[src/rtl/vram_arbiter.sv]
// Bus-master / video-fetch arbiter for a single-port VRAM plus palette RAM.
// The bus master always wins VRAM; its reads return exactly one cycle after the strobe.
module vram_arbiter #(
    parameter int          VRAM_AW  = 17,
    parameter logic [18:0] PAL_BASE = 19'h40000,
    parameter int          PAL_AW   = 9
) (
    input  logic               clk,
    input  logic               rst,
    input  logic [18:0]        bm_addr,
    input  logic [7:0]         bm_wrdata,
    input  logic               bm_strobe,
    input  logic               bm_write,
    output logic [7:0]         bm_rddata,
    input  logic               vid_req,
    input  logic [VRAM_AW-1:0] vid_addr,
    output logic               vid_ack,
    output logic [7:0]         vid_rddata,
    output logic               vid_valid,
    output logic [VRAM_AW-1:0] vram_addr,
    output logic [7:0]         vram_wrdata,
    output logic               vram_we,
    output logic               vram_en,
    input  logic [7:0]         vram_rddata,
    output logic [PAL_AW-1:0]  pal_addr,
    output logic [7:0]         pal_wrdata,
    output logic               pal_we,
    output logic               pal_en,
    input  logic [7:0]         pal_rddata
);

    typedef enum logic [1:0] {
        TAG_NONE = 2'd0,
        TAG_VRAM = 2'd1,
        TAG_PAL  = 2'd2,
        TAG_UNM  = 2'd3
    } tag_t;

    localparam logic [18-PAL_AW:0] PAL_TAG = PAL_BASE[18:PAL_AW];

    tag_t       r_tag;
    logic       r_vid_pend;
    logic [7:0] r_bm_hold;

    logic       w_bm_vram;
    logic       w_bm_pal;
    logic       w_vid_ack;
    logic [7:0] w_ret_data;
    tag_t       w_next_tag;

    assign w_bm_vram = bm_strobe && (bm_addr[18:VRAM_AW] == '0);
    assign w_bm_pal  = bm_strobe && (bm_addr[18:PAL_AW] == PAL_TAG);
    // A bus-master VRAM access defers video by a cycle, which also gives write-before-read ordering.
    assign w_vid_ack = !rst && vid_req && !w_bm_vram;

    assign vram_en     = !rst && (w_bm_vram || vid_req);
    assign vram_we     = !rst && w_bm_vram && bm_write;
    assign vram_addr   = w_bm_vram ? bm_addr[VRAM_AW-1:0] : vid_addr;
    assign vram_wrdata = bm_wrdata;
    assign vid_ack     = w_vid_ack;

    assign pal_en     = !rst && w_bm_pal;
    assign pal_we     = !rst && w_bm_pal && bm_write;
    assign pal_addr   = bm_addr[PAL_AW-1:0];
    assign pal_wrdata = bm_wrdata;

    always_comb begin
        w_next_tag = TAG_NONE;
        if (bm_strobe && !bm_write) begin
            if (w_bm_vram)     w_next_tag = TAG_VRAM;
            else if (w_bm_pal) w_next_tag = TAG_PAL;
            else               w_next_tag = TAG_UNM;
        end
    end

    always_comb begin
        w_ret_data = 8'h00;
        case (r_tag)
            TAG_VRAM: w_ret_data = vram_rddata;
            TAG_PAL:  w_ret_data = pal_rddata;
            default:  w_ret_data = 8'h00;
        endcase
    end

    always_ff @(posedge clk) begin
        if (rst) begin
            r_tag      <= TAG_NONE;
            r_vid_pend <= 1'b0;
            r_bm_hold  <= 8'h00;
        end else begin
            r_tag      <= w_next_tag;
            r_vid_pend <= w_vid_ack;
            if (r_tag != TAG_NONE) r_bm_hold <= w_ret_data;
        end
    end

    // Returns are gated by rst so an in-flight read never escapes while reset is applied.
    assign bm_rddata  = rst ? 8'h00 : ((r_tag != TAG_NONE) ? w_ret_data : r_bm_hold);
    assign vid_valid  = !rst && r_vid_pend;
    assign vid_rddata = (!rst && r_vid_pend) ? vram_rddata : 8'h00;

endmodule

[config.mk]
export PLATFORM = sky130hd
export DESIGN_NAME = vram_arbiter
export DESIGN_NICKNAME = d
export VERILOG_FILES = /design/src/rtl/vram_arbiter.sv
export SDC_FILE = /design/constraint.sdc
export NUM_CORES = 1
export LEC_CHECK = 0
export ABC_CLOCK_PERIOD_IN_PS = 2000
export CAP_MARGIN = 20
export CORE_ASPECT_RATIO = 1.4
export CORE_MARGIN = 2
export CORE_UTILIZATION = 26
export CTS_CLUSTER_DIAMETER = 40
export DETAILED_ROUTE_END_ITERATION = 8
export PLACE_DENSITY_LB_ADDON = 0.25
export SLEW_MARGIN = 20
export SYNTH_ARGS = -nofsm -noshare
export SYNTH_HDL_FRONTEND = slang
export SYNTH_SLANG_ARGS = --single-unit
export TNS_END_PERCENT = 20
[constraint.sdc]
create_clock -name clk -period 2 [get_ports clk]
set_clock_uncertainty 0.2 [all_clocks]
set_input_delay 0.4 -clock clk [delete_from_list [all_inputs] [get_ports clk]]
set_output_delay 0.4 -clock clk [all_outputs]
set_load 0.005 [all_outputs]
==> results.json <==
{
  "status": "finished, violations left",
  "violations": "setup timing",
  "cts_hold_buf": 0,
  "row_count": 27,
  "synth_nets": 183,
  "worstPathArrival_ps": 1590,
  "fp.coreArea_um2": 3851,
  "fp.dieH_um": 78.46,
  "pin_count": 129,
  "irDropWorstVdd_mv": 0.2786,
  "syn-cell-area_um2": 1030,
  "wirelength_mm": 4.344,
  "die_w_um": 57.19,
  "maxCapViolations": 0,
  "fin_crit_sh_pct": 109.7,
  "synthTopCellsByArea": "dfxtp_1, mux2_2, buf_4",
  "worstPathRequired_ps": 1400,
  "gp_congestion": 0.7828,
  "hold_viol": 0,
  "design_area_um2": 2436,
  "ys_seq_area_share_pct": 21.39,
  "max_freq_mhz": 455.8,
  "layout.cells.non_filler": 283,
  "diodes": 0,
  "layout_setup_ws_ps": -193.8,
  "finalSetupTns_ps": -2258,
  "cellPowerDensity_nw_per_um2": 326.6,
  "path_delay_family": "buffers and inverters",
  "synth-simple-area-share_pct": 19.81,
  "tightest_slew_ps": 261.7,
  "cts.clk_slew.worst_paths_ps": 50,
  "synth-xor-area-share_pct": 0,
  "synth_cells": 115,
  "dieArea_um2": 4487,
  "clockBufferDepth": 2,
  "slowest_stage": "dfxtp_2",
  "placed_area_um2": 2028,
  "grt_pass1_vias": 1512,
  "io_buffers": 104,
  "nets": 309,
  "synth_area_per_cell_um2": 8.954,
  "mostFrequentLayoutCells": "clkdlybuf4s50_1, buf_4, buf_6, dlygate4sd2_1, mux2_4",
  "synth-adder-area-share_pct": 3.645,
  "drt_iter0_drc": 50,
  "report.final.slew_viol_count": 0,
  "track_usage_pct": 18.45,
  "crit_type": "reg2out",
  "synth_top_area_cell": "dfxtp_1",
  "layout-drive-gt1-share_pct": 56.67,
  "period_needed_ps": 2194,
  "via_count": 1335,
  "synthMuxAreaShare_pct": 18.59,
  "fin_hold_ws_ps": 332.9,
  "crit_buf_inv": 3,
  "rsz0062_at_grt": "yes",
  "grt_pass1_wl_mm": 6.561,
  "placed_cells": 247,
  "critPathLaunchType": "flip-flop",
  "clkSinkCount": 11,
  "ys_warn_count": 0,
  "maxSlewHeadroom_pct": 82.54,
  "end_kind": "output pin",
  "ys_types": 21,
  "initial_utilization_pct": 26.74,
  "postRouteAntennaNets": 0,
  "ys_seq_elements": 11,
  "first_pass_iters": 4,
  "slowest_delay_ps": 350,
  "post_drt_via_cell_ratio": 4.717,
  "grt_overflow": 0,
  "crit_fanout": 6,
  "grt_antenna_before_repair": 0,
  "p_leak_nw": 1.176,
  "final_core_util_pct": 63.26,
  "synth_compound_area_share_pct": 12.64,
  "setup_viol": 25,
  "grt_max_degree": 9,
  "syn2layout_area_growth_pct": 136.6,
  "dp_hpwl_mm": 3.242,
  "hp-class": "reg2reg",
  "worstPathCellList": "inv_4 -> ha_4 -> nor2b_1 -> buf_4 -> a22oi_2 -> nor2_1 -> clkdlybuf4s15_1",
  "cts_made_buffers": 3,
  "clk_latency_ps": 230,
  "htree_levels": 1,
  "drc": 0,
  "wl_per_cell_um": 15.35,
  "cts_tree": "done",
  "synth_top_area_share_pct": 21.39,
  "clock-root-buffer": "clkbuf_8",
  "synth_top_family_by_area": "buffers and inverters"
}
[state kept, by name, summed over array words and instances (netlist names)]
name and flops:
r_bm_hold 8, r_tag 2, r_vid_pend 1
[area by class of cell]
class	instances	area, um2
Clock buffer	4	45.04
Fill cell	326	1415
Tap cell	43	53.80
Multi-Input combinational cell	68	735.7
Timing Repair Buffer	155	1369
Sequential cell	11	222.7
Inverter	2	10.01
[metal layers]
layer  wire length (um)  up-vias  GRT usage, %
met5                  0        -             0
met4                 77        0         4.884
met3                555        8         6.755
met2               2273      109         37.47
met1               1438      592         16.27
li1                   -      626             -
[Yosys cell counts]
library cell,instances
a22o_1,8
a22oi_1,8
and2_1,8
and3b_1,1
and4bb_2,2
buf_2,2
buf_4,25
buf_6,2
clkbuf_1,5
dfxtp_1,11
ha_1,3
inv_1,2
mux2_2,17
nand3_1,1
nor2_1,11
nor2b_1,2
nor3_1,1
nor3b_1,3
nor3b_4,1
nor4_1,1
nor4b_1,1
[stage by stage]
| step | power, mW | setup slack [ps] |
|---|---|---|
| after floorplan | 0.3465 | 227.6 |
| after global placement | 0.5406 | -734.8 |
| after detailed placement | 0.5445 | -765.7 |
| after CTS | 0.7923 | -213.1 |
| after global routing | 0.8347 | -233.4 |
| final | 0.7957 | -193.8 |
[worst min-delay path, delay by kind of cell (launching register included)]
family	cells	cell delay [ps]
AOI/OAI and AO/OA	1	80
DFF	1	320
and+or+nand+nor	1	100
[worst paths after layout]
path,start,endpoint,slack (ps),cells after the start
max reg2reg,r_tag[1],r_bm_hold[2],-180,12
min reg2reg,r_bm_hold[4],r_bm_hold[4],330,2
max,r_tag[1],bm_rddata[1],-190,7
min,r_bm_hold[4],r_bm_hold[4],330,2
[what timing repair did]
action | in CTS | in global routing
buffers inserted | 33 | 3
cloned | 1 | 0
resized for setup | 184 | 33
pin swaps | 11 | 15
endpoints found under the setup margin | 44 | 37
[kinds of logic (layout without fill, tap and decap cells)]
family	after synthesis	after routing
AOI/OAI and AO/OA	16	16
adders and majority gates	3	3
buffers and inverters	36	161
DFF	11	11
muxes	17	17
and+or+nand+nor	32	32
[power breakdown]
| group | switching, mW | internal [mW] | leakage [nW] | total (mW) |
|---|---|---|---|---|
| combinational | 0.113 | 0.240 | 1.06 | 0.352 |
| sequential | 0.00205 | 0.224 | 0.0900 | 0.226 |
| clock | 0.0781 | 0.140 | 0.0228 | 0.218 |
Power figures use the tool's default switching activity.
